[config.mk]
export PLATFORM = sky130hd
export DESIGN_NAME = corr_result_packer
export DESIGN_NICKNAME = d
export VERILOG_FILES = /design/src/rtl/corr_result_packer_pkg.sv /design/src/rtl/corr_result_packer_byte_shift_reg.sv /design/src/rtl/corr_result_packer.sv
export SDC_FILE = /design/constraint.sdc
export NUM_CORES = 1
export LEC_CHECK = 0
export BUFFER_PORTS_ARGS = -buffer_cell sky130_fd_sc_hd__buf_2
export CAP_MARGIN = 20
export CELL_PAD_IN_SITES_DETAIL_PLACEMENT = 1
export CELL_PAD_IN_SITES_GLOBAL_PLACEMENT = 2
export CORE_UTILIZATION = 34
export CTS_CLUSTER_SIZE = 8
export DETAILED_ROUTE_END_ITERATION = 12
export HOLD_SLACK_MARGIN = 0.05
export PLACE_DENSITY_LB_ADDON = 0.1
export SLEW_MARGIN = 20
export SYNTH_ARGS = -nofsm -noshare
export SYNTH_HDL_FRONTEND = slang
export SYNTH_HIERARCHICAL = 1
export SYNTH_SLANG_ARGS = --single-unit
[constraint.sdc]
create_clock -name sys_clk -period 2.2 [get_ports sys_clk]
set_input_delay 0.22 -clock sys_clk [delete_from_list [all_inputs] [get_ports sys_clk]]
set_output_delay 0.22 -clock sys_clk [all_outputs]
set_load 0.01 [all_outputs]
[src/rtl/corr_result_packer_pkg.sv]
// Shared constants and FSM encoding for the correlator result packer.
// The state encodings are fixed so that debug logic elsewhere can decode them.
package corr_result_packer_pkg;

  localparam logic [7:0] DEFAULT_HDR_BYTE = 8'hA5;
  localparam int         DEFAULT_SR_W     = 32;
  localparam int         DEFAULT_SUM_W    = 64;
  localparam int         NUM_SUMS         = 6;

  function automatic int payload_bytes(input int sr_w, input int sum_w);
    return sr_w / 8 + NUM_SUMS * sum_w / 8;
  endfunction

  localparam int PKT_PAYLOAD_BYTES = payload_bytes(DEFAULT_SR_W, DEFAULT_SUM_W);

  typedef enum logic [2:0] {
    ST_IDLE  = 3'd0,
    ST_LOAD  = 3'd1,
    ST_HDR   = 3'd2,
    ST_DATA  = 3'd3,
    ST_CKSUM = 3'd4,
    ST_DONE  = 3'd5
  } pkt_state_e;

endpackage

[src/rtl/corr_result_packer_byte_shift_reg.sv]
// Snapshot register for the packer: parallel load, shift left by one byte,
// with the most significant byte always presented on top_o.
module corr_result_packer_byte_shift_reg #(
  parameter int WIDTH = 416
) (
  input  logic             clk_i,
  input  logic             rst_i,
  input  logic             load_i,
  input  logic             shift_i,
  input  logic [WIDTH-1:0] data_i,
  output logic [7:0]       top_o
);

  logic [WIDTH-1:0] data_q;

  always_ff @(posedge clk_i) begin
    if (rst_i) begin
      data_q <= '0;
    end else if (load_i) begin
      data_q <= data_i;
    end else if (shift_i) begin
      data_q <= {data_q[WIDTH-9:0], 8'h00};
    end
  end

  assign top_o = data_q[WIDTH-1 -: 8];

endmodule

[src/rtl/corr_result_packer.sv]
// Snapshots the correlator status word and six accumulators on start and
// streams them as HDR | payload | checksum bytes over a valid/ready link.
module corr_result_packer
  import corr_result_packer_pkg::*;
#(
  parameter logic [7:0] HDR_BYTE = DEFAULT_HDR_BYTE,
  parameter int         SR_W     = DEFAULT_SR_W,
  parameter int         SUM_W    = DEFAULT_SUM_W
) (
  input  logic             sys_clk,
  input  logic             sys_rst,
  input  logic             start,
  input  logic [SR_W-1:0]  sr_in,
  input  logic [SUM_W-1:0] sum_x_2,
  input  logic [SUM_W-1:0] sum_y_2,
  input  logic [SUM_W-1:0] sum_xy,
  input  logic [SUM_W-1:0] sum_xy90,
  input  logic [SUM_W-1:0] sum_y90_2,
  input  logic [SUM_W-1:0] sum_y_y90,
  input  logic             tx_ready,
  output logic [7:0]       tx_data,
  output logic             tx_valid,
  output logic             busy,
  output logic             pkt_done
);

  localparam int PAYLOAD = payload_bytes(SR_W, SUM_W);
  localparam int SNAP_W  = PAYLOAD * 8;
  localparam int CNT_W   = $clog2(PAYLOAD + 1);
  localparam logic [CNT_W-1:0] LAST_IDX = CNT_W'(PAYLOAD - 1);

  pkt_state_e       state_q, state_d;
  logic [CNT_W-1:0] cnt_q, cnt_d;
  logic [7:0]       cksum_q, cksum_d;
  logic [7:0]       tx_data_q, tx_data_d;
  logic             tx_valid_q, tx_valid_d;
  logic             busy_q, busy_d;
  logic             pkt_done_q, pkt_done_d;

  logic             snap_load, snap_shift, xfer;
  logic [7:0]       snap_top;
  logic [SNAP_W-1:0] snap_data;

  assign snap_data = {sr_in, sum_x_2, sum_y_2, sum_xy, sum_xy90, sum_y90_2, sum_y_y90};
  assign xfer      = tx_valid_q && tx_ready;

  corr_result_packer_byte_shift_reg #(
    .WIDTH(SNAP_W)
  ) u_snap (
    .clk_i  (sys_clk),
    .rst_i  (sys_rst),
    .load_i (snap_load),
    .shift_i(snap_shift),
    .data_i (snap_data),
    .top_o  (snap_top)
  );

  // The shift register always holds the next byte to present on its top, so
  // every accepted byte shifts and reloads tx_data from the new top.
  always_comb begin
    state_d    = state_q;
    cnt_d      = cnt_q;
    cksum_d    = cksum_q;
    tx_data_d  = tx_data_q;
    tx_valid_d = tx_valid_q;
    pkt_done_d = 1'b0;
    snap_load  = 1'b0;
    snap_shift = 1'b0;

    unique case (state_q)
      ST_IDLE: begin
        if (start) state_d = ST_LOAD;
      end
      ST_LOAD: begin
        snap_load  = 1'b1;
        cksum_d    = '0;
        cnt_d      = '0;
        tx_data_d  = HDR_BYTE;
        tx_valid_d = 1'b1;
        state_d    = ST_HDR;
      end
      ST_HDR: begin
        if (xfer) begin
          tx_data_d  = snap_top;
          snap_shift = 1'b1;
          state_d    = ST_DATA;
        end
      end
      ST_DATA: begin
        if (xfer) begin
          cksum_d    = cksum_q + tx_data_q;
          cnt_d      = cnt_q + CNT_W'(1);
          snap_shift = 1'b1;
          if (cnt_q == LAST_IDX) begin
            tx_data_d = cksum_q + tx_data_q;
            state_d   = ST_CKSUM;
          end else begin
            tx_data_d = snap_top;
          end
        end
      end
      ST_CKSUM: begin
        if (xfer) begin
          tx_valid_d = 1'b0;
          pkt_done_d = 1'b1;
          state_d    = ST_DONE;
        end
      end
      ST_DONE: begin
        state_d = ST_IDLE;
      end
      default: begin
        tx_valid_d = 1'b0;
        state_d    = ST_IDLE;
      end
    endcase

    busy_d = (state_d != ST_IDLE);
  end

  always_ff @(posedge sys_clk) begin
    if (sys_rst) begin
      state_q    <= ST_IDLE;
      cnt_q      <= '0;
      cksum_q    <= '0;
      tx_data_q  <= '0;
      tx_valid_q <= 1'b0;
      busy_q     <= 1'b0;
      pkt_done_q <= 1'b0;
    end else begin
      state_q    <= state_d;
      cnt_q      <= cnt_d;
      cksum_q    <= cksum_d;
      tx_data_q  <= tx_data_d;
      tx_valid_q <= tx_valid_d;
      busy_q     <= busy_d;
      pkt_done_q <= pkt_done_d;
    end
  end

  assign tx_data  = tx_data_q;
  assign tx_valid = tx_valid_q;
  assign busy     = busy_q;
  assign pkt_done = pkt_done_q;

endmodule

== After elaboration in Yosys (flattened, before gate mapping) ==
Cells that the tools add are included.

* Add/subtract/negate cells: 2
* Eq/ne operators: 9
* Multiplexer cells: 21
* Bitwise logic cells: 2
* Reduce and logical (&&, ||, !) cells: 12

{| class="wikitable"
|+ Operators by type and width
! kind !! number
|-
| $mux 416 || 2
|-
| $mux 8 || 4
|-
| $pmux 8 s3 || 1
|-
| $pmux 8 s2 || 1
|-
| $mux 3 || 5
|-
| $pmux 3 s5 || 1
|-
| $pmux 6 s2 || 1
|-
| $add 8x8->8 || 1
|-
| $add 6x1->6 const B || 1
|-
| $eq 3x2->1 const B || 2
|-
| $eq 3x3->1 const B || 2
|-
| $eq 6x6->1 const B || 1
|-
| $mux 6 || 1
|-
| $ne 2x2->1 const B || 3
|-
| $reduce_bool 3->1 || 2
|-
| $mux 1 || 4
|-
| $reduce_and 2->1 || 2
|-
| $reduce_bool 2->1 || 2
|-
| $reduce_or 2->1 || 2
|-
| $reduce_or 4->1 || 1
|-
| $eq 3x1->1 const B || 1
|-
| $logic_not 3->1 || 1
|-
| $pmux 1 s3 || 1
|-
| $reduce_and 3->1 || 1
|-
| 2 further kinds || 3
|}

* Bits in registers: 444
* Input bits: 420
* Output and inout port bits: 11
* Word-level logic and storage cells: 54

== Logic depth before layout (Yosys ltp) ==
Gate-level depths: netlist of the first run.

* Depth in word-level cells: 5
* Gate-level depth with buffers: 8
* Mapped depth without buffers: 8

== Hierarchy ==
The synthesis of the first run kept the hierarchy.

{| class="wikitable"
|+ Modules (own cells, without submodules)
! module !! instances !! cells an instance !! area each (sq um) !! seq. area each (sq um)
|-
| corr_result_packer_byte_shift_reg || 1 || 1857 || 19065.8 || 8328.0
|-
| corr_result_packer || 1 || 203 || 1659.1 || 560.5
|}

== Worst setup path before layout of the first run ==
Ideal clock, no wire load.

* Path type: register -> register
* From: reg tx_data_q[0] (netlist: tx_data[0])
* To: reg tx_data_q[6] (netlist: tx_data[6])
* Library setup time: 0.132 ns
* Arrival: 1.787 ns
* Required time: 2.068 ns
* Path slack: 0.281 ns
* Cell stages (with the launch flop): 9
* Path buffers: 0
* Period minus slack after synthesis: 1.919 ns
* Path through: dfxtp_1 > ha_1 > inv_1 > fa_1 > nor2b_1 > o31a_1 > o211ai_1 > a221oi_1 > nor3_1

* Cells in the longest elaborated chain, start to end: 4

{| class="wikitable"
|+ RTL lines
! what !! RTL line !! text
|-
| start: declaration || corr_result_packer.sv:35 || <nowiki>logic [7:0] tx_data_q, tx_data_d;</nowiki>
|-
| start signal: assignment || corr_result_packer.sv:134 || <nowiki>tx_data_q <= tx_data_d;</nowiki>
|-
| $add 8x8->8 || corr_result_packer.sv:95 || <nowiki>tx_data_d = cksum_q + tx_data_q;</nowiki>
|-
| $mux 8 || corr_result_packer.sv:94 || <nowiki>if (cnt_q == LAST_IDX) begin</nowiki>
|-
| $mux 8 || corr_result_packer.sv:90 || <nowiki>if (xfer) begin</nowiki>
|-
| $pmux 8 s3 || corr_result_packer.sv:70 || <nowiki>unique case (state_q)</nowiki>
|}

No other way between the ends. The select of a mux whose other input is x is not followed.
A chain may end at the register's enable or synchronous reset.

== Worst setup path in the final report of the first run ==
Ends and elaborated chain as after synthesis.

==> results of run 1 <==
-- where the power goes --
| part | switching (mW) | internal [mW] | total [mW] | leakage (nW) |
|---|---|---|---|---|
| clock network | 3.42 | 4.91 | 8.33 | 0.776 |
| logic | 1.34 | 1.64 | 2.98 | 6.05 |
| registers | 0.412 | 8.68 | 9.09 | 3.63 |
-- area by class of cell --
| cell class | instances | area, sq um | share of cell area [%] |
|---|---|---|---|
| Multi-Input combinational cell | 1406 | 10900 | 36.8 |
| Sequential cell | 444 | 8890 | 30.1 |
| Timing Repair Buffer | 904 | 7140 | 24.2 |
| Clock buffer | 66 | 1570 | 5.30 |
| Tap cell | 782 | 978 | 3.31 |
| Inverter | 9 | 41.3 | 0.140 |
| Antenna cell | 11 | 27.5 | 0.0932 |
| Clock inverter | 1 | 16.3 | 0.0551 |
-- sequential cells by signal (all words and copies together), names as in the netlist --
name and count:
busy 1, cksum_q 8, cnt_q 6, pkt_done 1, state_q 3, tx_data 8
tx_valid 1, u_snap/data_q 416
-- stage by stage --
step / utilization (%) / hold WS (ns) / cell area (sq um)
3_5_place_dp: 39.4 / 0.457 / 23700
5_1_grt: 49.0 / 0.159 / 29500
3_3_place_gp: 39.4 / 0.449 / 23700
4_1_cts: 49.0 / 0.122 / 29500
6_report: 49.0 / 0.152 / 29500
2_1_floorplan: - / 0.365 / 20700
-- worst max-delay path: stages, from the launching register on --
cell	delay (ns)
dfxtp_1	0.36
ha_1	0.20
inv_1	0.07
fa_1	0.41
nor2b_1	0.20
o31a_1	0.18
o211ai_1	0.14
a221oi_2	0.30
nor3_1	0.08
-- worst paths after layout --
| path | startpoint | end | slack (ns) |
|---|---|---|---|
| max | tx_data[0]$_SDFFE_PP0P_ | tx_data[6]$_SDFFE_PP0P_ | 0.16 |
| min | sys_rst | cksum_q[1]$_SDFFE_PP0P_ | 0.15 |
| max reg2reg | tx_data[0]$_SDFFE_PP0P_ | tx_data[6]$_SDFFE_PP0P_ | 0.16 |
| min reg2reg | cksum_q[2]$_SDFFE_PP0P_ | cksum_q[2]$_SDFFE_PP0P_ | 0.46 |
-- routing by layer --
| layer | wire [um] | up-vias | part of all wire, % |
|---|---|---|---|
| li1 | - | 9024 | - |
| met2 | 34700 | 367 | 48 |
| met1 | 32800 | 8810 | 45 |
| met5 | 143 | - | 0.20 |
| met3 | 2800 | 136 | 3.9 |
| met4 | 1820 | 24 | 2.5 |
-- cell usage in the layout (no fill, tap or decap), types with 3 or more instances in the layout --
cell	count
a22oi_1	3
buf_12	30
and3_1	3
or3b_2	8
xor2_1	4
dlygate4sd3_1	418
nand2b_1	3
nand3_1	11
buf_2	429
a211oi_1	416
clkbuf_1	4
nor3_1	6
nor2_1	29
nand2_1	22
diode_2	11
dfxtp_1	444
buf_4	26
ha_1	8
clkbuf_16	62
or3_1	4
a21oi_1	19
a21o_1	4
nor2b_1	412
mux2i_1	411
inv_1	8
-- cells by family (layout without fill, tap and decap cells) --
logic type	after synthesis	in the layout	share of synthesized area (%)
simple gates	514	514	15.0
compound gates	466	466	16.7
flops	444	444	42.9
mux	411	411	19.9
buf+inv	210	980	4.71
fa+ha+maj	9	9	0.580
xor+xnor	6	6	0.254
other cells	0	11	0
-- repair_timing --
| action | 4_1_cts | 5_1_grt |
|---|---|---|
| resized for setup | 0 | 1 |
| hold buffers | 418 | 0 |
| endpoints found under the setup margin | 0 | 1 |
| endpoints found under the hold margin | 421 | 0 |
==> flow_metrics.py, run 1 <==
metrics = {
    "placed_design": {
        "placedCellCount": 3127,
        "globalplace.congestion": 0.792,
        "post-place-ws_ns": 0.136,
        "place.detailed.hpwl_um": 46200,
        "io_buffers": 430,
    },
    "clock_network": {
        "number_of_clock_buffers_inserted_by_tritoncts": 61,
        "clock-root-buffer": "clkbuf_16",
        "cts_tree": "yes",
        "clock_latency_ns": 0.61,
        "worst_setup_hold_path_clk_slew_ns": 0.06,
        "clkSinkCount": 444,
        "cts_post_setup_buffers_inserted": 0,
        "h_tree_depth_reported_by_cts": 2,
        "clock_path_buffers": 3,
    },
    "global_route": {
        "busiest_layer": "met2",
        "global_route_wire_length_before_repair_um": 113000,
        "grt.met3_usage_pct": 4.32,
        "global_route.overflow_total": 0,
        "grt_start_max_net_pins": 126,
        "first_global_vias": 19900,
        "globalRouteMet2Util_pct": 38.4,
        "grtUsageTotal_pct": 22.6,
        "grt_antenna_before_repair": 23,
        "grt_use_met1_pct": 28.9,
    },
    "synthesis": {
        "synth-async-reset-ratio_pct": 0,
        "syn-instance-count": 2060,
        "synthDistinctLibCells": 52,
        "number_of_synthesized_flops_with_an_enable_pin": 0,
        "synth_commonest_cells": "dfxtp_1, a211oi_1, nor2b_1",
        "synth.largest_area_cell": "dfxtp_1",
        "most_repeated_cell_in_the_gate_level_netlist_after_synthesis": "dfxtp_1",
        "share_of_the_yosys_chip_area_belonging_to_registers_pct": 42.9,
        "syn-mean-instance-area_sq_um": 10.1,
        "post-synth-top-area-fraction_pct": 42.9,
        "synth.top_cells.by_area": "dfxtp_1, mux2i_1, a211oi_1, nor2b_1, clkbuf_1",
        "synth-seq-cells": 444,
        "synth_warnings": 6,
        "synth-main-ff-cell": "dfxtp_1",
        "total_standard_cell_area_after_synthesis_sq_mm": 0.0207,
        "post_syn_nets": 2489,
    },
    "power": {
        "power.density_cell_area_mw_per_mm2": 691,
        "vdd_drop_max_mv": 0.522,
        "p_leak_nw": 10.5,
        "design_power_total_mw": 20.4,
    },
    "status": {
        "status": "complete, no violations",
    },
    "sta": {
        "layout_setup_ws_ns": 0.157,
        "timing_worst_slew_pin_value_ns": 0.729,
        "clock.fmax_ghz": 0.489,
        "unrepaired_setup_endpoints_after_global_routing": "false",
        "hold_viol_final": 0,
        "period_utilisation_layout_pct": 92.9,
        "slew_headroom_pct": 51.4,
        "setup_viol": 0,
        "period_needed_ns": 2.04,
        "worst_clock_skew_ns": 0.0197,
        "report.final.slew_viol_count": 0,
        "fin_tns_setup_ns": 0,
    },
    "floorplan": {
        "floorplan.die_area_sq_mm": 0.0619,
        "floorplan.initialDensity_pct": 34.4,
        "die_h_um": 249,
        "rows": 90,
        "design.portCount": 431,
        "floorplan.die.width_um": 249,
        "core_area_sq_mm": 0.0602,
    },
    "setup_path": {
        "worstPathArrival_ns": 2.52,
        "worst_setup_path_end_kind": "flip-flop",
        "critical_path_peak_fanout": 3,
        "r2r.worst_path.cells": 8,
        "critical_path.startpoint_type": "flip-flop",
        "criticalPathCategory": "reg2reg",
        "critPathRequiredTime_ns": 2.67,
    },
    "hold_path": {
        "holdPathStages": 2,
        "holdCritPathClass": "in2reg",
    },
    "final_layout": {
        "drive_above_1_share_pct": 20.0,
        "instances_no_fill": 3623,
        "final_nets": 3255,
        "num-fill-cells": 6621,
        "areaGrowthSynthToFinish_pct": 42.5,
    },
    "drt": {
        "wire_length_after_detailed_routing_um": 72300,
        "final_antenna_net_count": 0,
        "avgViaCountPerCell": 5.07,
        "routedWlPerCell_um": 19.9,
        "drt_iter0_markers": 682,
        "routed_vias": 18400,
        "drc_errors": 0,
        "drt_first_pass_iters": 5,
    },
    "flow_run": {
        "cap_viol_max_count": 0,
    },
}
Power figures use the tool's default switching activity.
==> inputs of run 2 (changes only) <==
--- a/config.mk
+++ b/config.mk
@@ -9,6 +9,7 @@
 export CAP_MARGIN = 20
 export CELL_PAD_IN_SITES_DETAIL_PLACEMENT = 1
 export CELL_PAD_IN_SITES_GLOBAL_PLACEMENT = 2
+export CORE_MARGIN = 4
 export CORE_UTILIZATION = 34
 export CTS_CLUSTER_SIZE = 8
 export DETAILED_ROUTE_END_ITERATION = 12
==> flow_metrics.py, run 2 (same netlist as run 1, synthesis figures left out) <==
metrics = {
    "global_route": {
        "grt_antenna_before_repair": 19,
        "grt_start_max_net_pins": 79,
        "grtUsageTotal_pct": 22.5,
        "global_route.overflow_total": 0,
        "global_route_wire_length_before_repair_um": 117000,
        "first_global_vias": 20300,
    },
    "setup_path": {
        "worstPathArrival_ns": 2.51,
        "wp_buf_inv": 2,
        "worst_setup_path_end_kind": "flip-flop",
        "critPathRequiredTime_ns": 2.67,
        "cpPeakStageDelay_ns": 0.42,
        "critical_path.startpoint_type": "flip-flop",
        "crit_family": "buffers and inverters",
        "criticalPathCategory": "reg2reg",
        "cpMaxStageDelayCell": "dfxtp_1",
        "path_cells": "nand2_1 -> nor2_4 -> buf_12 -> buf_12 -> mux2i_1 -> a211oi_1",
        "timing.critical_path.mode_cell": "buf_12",
        "critical_path_peak_fanout": 36,
    },
    "drt": {
        "drc_errors": 0,
        "wire_length_after_detailed_routing_um": 76000,
        "final_antenna_net_count": 0,
        "routed_vias": 18600,
        "drt_first_pass_iters": 4,
        "avgViaCountPerCell": 5.12,
        "drt_iter0_markers": 743,
        "routedWlPerCell_um": 20.9,
    },
    "placed_design": {
        "placedInstanceArea_sq_mm": 0.0239,
        "io_buffers": 430,
        "post-place-ws_ns": 0.158,
        "globalplace.congestion": 0.790,
        "place.detailed.hpwl_um": 49200,
    },
    "floorplan": {
        "rows": 90,
        "core_area_sq_mm": 0.0604,
        "floorplan.initialDensity_pct": 34.3,
        "die_h_um": 255,
        "floorplan.die.width_um": 255,
        "design.portCount": 431,
        "floorplan.die_area_sq_mm": 0.0650,
    },
    "final_layout": {
        "drive_above_1_share_pct": 20.3,
        "layout.cells.most_common": "dfxtp_1",
        "largest_register": "u_snap/data_q",
        "areaGrowthSynthToFinish_pct": 43.4,
        "stdcell_area_sq_mm": 0.0297,
        "final_nets": 3265,
        "largest_register_ffs": 416,
        "num-fill-cells": 6692,
        "layout_common_cells": "dfxtp_1, buf_2, dlygate4sd3_1",
    },
    "clock_network": {
        "clock_path_buffers": 3,
        "number_of_clock_buffers_inserted_by_tritoncts": 61,
        "cts_post_setup_buffers_inserted": 0,
        "cts_tree": "yes",
        "clock_latency_ns": 0.61,
        "worst_setup_hold_path_clk_slew_ns": 0.05,
        "clkSinkCount": 444,
        "clock-root-buffer": "clkbuf_16",
        "h_tree_depth_reported_by_cts": 2,
    },
    "sta": {
        "period_needed_ns": 2.04,
        "unrepaired_setup_endpoints_after_global_routing": "false",
        "clock.fmax_ghz": 0.491,
        "worst_clock_skew_ns": 0.0219,
        "report.final.slew_viol_count": 0,
        "setup_viol": 0,
        "slew_headroom_pct": 67.6,
        "fin_tns_setup_ns": 0,
        "hold_viol_final": 0,
        "layout_setup_ws_ns": 0.163,
        "timing_worst_slew_pin_value_ns": 0.486,
        "period_utilisation_layout_pct": 92.6,
    },
    "power": {
        "pwr-share-comb_pct": 14.9,
        "vdd_drop_max_mv": 0.683,
        "design_power_total_mw": 20.4,
        "share_seq_of_total_power_pct": 44.5,
        "internal_power_mw": 15.3,
        "power.switching_mw": 5.17,
        "sw_frac_of_total_pct": 25.3,
        "clock_power_share_pct": 40.5,
        "p_leak_nw": 10.5,
        "power.density_cell_area_mw_per_mm2": 687,
    },
    "status": {
        "status": "complete, no violations",
    },
    "flow_run": {
        "cap_viol_max_count": 0,
    },
    "hold_path": {
        "holdCritPathClass": "in2reg",
    },
}
==> run 2: cell types whose count changed in the layout (fill, tap and decap cells not counted), sizes merged <==
cell / delta
buf: +9
diode: +4
dlygate4sd3: +1
==> run 2: cell type report <==
cell class	count	area [sq um]	share of cell area, %
well taps	782	978	3.29
multi-input cells	1406	10900	36.6
repair buffers	914	7310	24.6
inverters	9	41.3	0.139
diodes	15	37.5	0.126
flip-flops and latches	444	8890	29.9
clock inverters	1	16.3	0.0547
clock buffers	66	1570	5.27
==> run 2: timing repair <==
item                                    CTS  global route
endpoints found under the setup margin    0             2
hold buffers                            419             0
gates resized for setup                   0             3
endpoints found under the hold margin   431             0
==> run 2: per-stage QoR <==
| step | cells | utilization [%] | hold slack [ns] |
|---|---|---|---|
| final | 3637 | 49.2 | 0.427 |
| after global routing | 3632 | 49.2 | 0.425 |
| after CTS | 3622 | 49.2 | 0.385 |
| after detailed placement | 3136 | 39.6 | 0.463 |
| after global placement | 3136 | 39.6 | 0.450 |
| after floorplan | 2060 | - | 0.365 |
==> run 2: tightest hold or removal path: cells and delay by family <==
| kind | cells | cell delay, ns |
|---|---|---|
| AND/OR/NAND/NOR | 1 | 0.05 |
| buffers and inverters | 2 | 0.65 |
| AO/OA/AOI/OAI | 1 | 0.05 |
==> run 2: layer usage <==
layer | up-vias | track usage (%) | part of all wire (%)
li1 | 9044 | - | -
met1 | 9031 | 29.1 | 44
met2 | 385 | 38.5 | 49
met3 | 162 | 3.71 | 3.9
met4 | 12 | 7.48 | 3.0
met5 | - | 0 | 0.097
==> run 2: power by group through the flow <==
stage | Sequential, mW | Clock (mW) | Combinational, mW
floorplan | 9.07 | 0 | 1.47
global route | 9.16 | 8.86 | 3.32
finish | 9.10 | 8.28 | 3.05
global placement | 9.24 | 0 | 2.36
CTS | 9.10 | 8.59 | 3.03
detailed placement | 9.26 | 0 | 2.41
==> run 2: path summary, 6_finish.rpt <==
path,start,end,slack (ns),depth (start not counted)
hold / removal,sum_y_y90[5],u_snap/data_q[5]$_SDFFE_PP0P_,0.43,4
hold reg to reg,cksum_q[0]$_SDFFE_PP0P_,cksum_q[0]$_SDFFE_PP0P_,0.47,2
setup reg to reg,tx_valid$_SDFFE_PP0P_,u_snap/data_q[148]$_SDFFE_PP0P_,0.16,6
setup / recovery,tx_valid$_SDFFE_PP0P_,u_snap/data_q[148]$_SDFFE_PP0P_,0.16,6
==> inputs of run 3 (changes only) <==
--- a/config.mk
+++ b/config.mk
@@ -14,7 +14,8 @@
 export CTS_CLUSTER_SIZE = 8
 export DETAILED_ROUTE_END_ITERATION = 12
 export HOLD_SLACK_MARGIN = 0.05
-export PLACE_DENSITY_LB_ADDON = 0.1
+export PLACE_DENSITY = 0.8
+export SKIP_CTS_REPAIR_TIMING = 1
 export SLEW_MARGIN = 20
 export SYNTH_ARGS = -nofsm -noshare
 export SYNTH_HDL_FRONTEND = slang
==> flow_metrics.py, run 3 (same netlist as run 1, synthesis figures left out) <==
metrics = {
    "status": {
        "status": "finished, violations left",
        "violations": "negative setup slack",
    },
    "final_layout": {
        "areaGrowthSynthToFinish_pct": 43.4,
        "final_core_util_pct": 49.2,
        "largest_register": "u_snap/data_q",
        "num-fill-cells": 6625,
        "largest_register_ffs": 416,
        "area_used_by_sequential_logic_in_the_layout_sq_mm": 0.00889,
        "layout.cells.most_common": "dfxtp_1",
        "stdcell_area_sq_mm": 0.0297,
        "drive_above_1_share_pct": 20.3,
        "multi_input_comb_area_sq_mm": 0.0109,
        "final_nets": 3258,
        "layout_common_cells": "dfxtp_1, buf_2, dlygate4sd3_1",
    },
    "placed_design": {
        "placedInstanceArea_sq_mm": 0.0237,
        "globalplace.congestion": 0.811,
        "place.detailed.hpwl_um": 46500,
        "io_buffers": 430,
        "post-place-ws_ns": 0.110,
    },
    "clock_network": {
        "cts_tree": "yes",
        "worst_setup_hold_path_clk_slew_ns": 0.05,
        "number_of_clock_buffers_inserted_by_tritoncts": 66,
        "clock_latency_ns": 0.59,
        "clock_path_buffers": 3,
        "h_tree_depth_reported_by_cts": 3,
        "clock-root-buffer": "clkbuf_16",
        "clkSinkCount": 444,
    },
    "global_route": {
        "global_route_wire_length_before_repair_um": 101000,
        "first_global_vias": 17800,
        "grtUsageTotal_pct": 19.4,
        "grt_antenna_before_repair": 17,
        "global_route.overflow_total": 0,
        "grt_start_max_net_pins": 197,
    },
    "sta": {
        "period_needed_ns": 2.21,
        "timing_worst_slew_pin_value_ns": 0.919,
        "report.final.slew_viol_count": 0,
        "clock.fmax_ghz": 0.452,
        "period_utilisation_layout_pct": 101,
        "worst_clock_skew_ns": 0.0191,
        "setup_viol": 1,
        "slew_headroom_pct": 38.7,
        "hold_viol_final": 0,
        "fin_tns_setup_ns": -0.0114,
        "layout_setup_ws_ns": -0.0114,
    },
    "drt": {
        "wire_length_after_detailed_routing_um": 79900,
        "avgViaCountPerCell": 5.25,
        "final_antenna_net_count": 0,
        "routedWlPerCell_um": 22.0,
        "drc_errors": 0,
        "drt_iter0_markers": 854,
        "routed_vias": 19100,
        "drt_first_pass_iters": 5,
    },
    "power": {
        "vdd_drop_max_mv": 0.429,
        "p_leak_nw": 10.5,
        "power.density_cell_area_mw_per_mm2": 714,
        "design_power_total_mw": 21.2,
    },
    "floorplan": {
        "die_h_um": 255,
        "design.portCount": 431,
        "floorplan.die_area_sq_mm": 0.0650,
        "floorplan.initialDensity_pct": 34.3,
        "core_area_sq_mm": 0.0604,
        "floorplan.die.width_um": 255,
        "rows": 90,
    },
    "setup_path": {
        "worstPathArrival_ns": 2.64,
        "critical_path_peak_fanout": 44,
        "criticalPathCategory": "reg2reg",
        "critPathRequiredTime_ns": 2.63,
        "worst_setup_path_end_kind": "flip-flop",
        "critical_path.startpoint_type": "flip-flop",
    },
    "flow_run": {
        "cap_viol_max_count": 0,
    },
    "hold_path": {
        "holdCritPathClass": "in2reg",
    },
}
==> run 3: changes by cell type in the layout (fill, tap and decap cells not counted), moves of 2 or more <==
| cell | change |
|---|---|
| buf_12 | -8 |
| inv_6 | +2 |
| diode_2 | +4 |
| clkbuf_16 | +5 |
| dlygate4sd3_1 | -2 |
==> run 3: layout make-up <==
cell class	count	area share [%]
clock buffer	70	5.68
sequential	444	29.9
timing repair buffer	902	23.9
inverter	9	0.139
tap	782	3.29
multi-input combinational	1406	36.6
antenna	19	0.160
clock inverter	7	0.282
==> run 3: path summary, 6_finish.rpt <==
kind                                              start                         endpoint  slack (ns)  depth (start not counted)
worst max-delay path              tx_valid$_SDFFE_PP0P_   u_snap/data_q[66]$_SDFFE_PP0P_       -0.01                          6
worst min-delay path                        sum_x_2[63]  u_snap/data_q[383]$_SDFFE_PP0P_        0.07                          3
worst max register to register    tx_valid$_SDFFE_PP0P_   u_snap/data_q[66]$_SDFFE_PP0P_       -0.01                          6
worst min register to register  cksum_q[2]$_SDFFE_PP0P_          cksum_q[2]$_SDFFE_PP0P_        0.47                          2
==> run 3: critical path: stages (launching register included) <==
cell and delay [ns]:
dfxtp_1 0.41, nand2_1 0.21, nor2_4 0.19, buf_12 0.31, buf_12 0.27, mux2i_1 0.13, a211oi_1 0.49
==> run 3: report_power, final <==
group	internal (mW)	switching (mW)	total, mW	leakage, nW
clock	5.41	3.61	9.02	0.870
combinational	1.63	1.43	3.06	6.04
sequential	8.69	0.437	9.12	3.63
==> run 3: through the flow <==
stage          std cells  hold WS [ns]
6_report            3639        0.0698
5_1_grt             3636        0.0628
4_1_cts             3203        -0.142
3_5_place_dp        3126         0.462
3_3_place_gp        3126         0.452
2_1_floorplan       2060         0.365
==> run 3: layer usage <==
metal  GRT usage (%)  wire (um)  share of wire, %  up-vias
met5               0         26             0.033        -
met4            6.28       3060               3.8        4
met3            3.50       3050               3.8      207
met2            31.5      40200                50      518
met1            26.4      33600                42     9332
li1                -          -                 -     9044
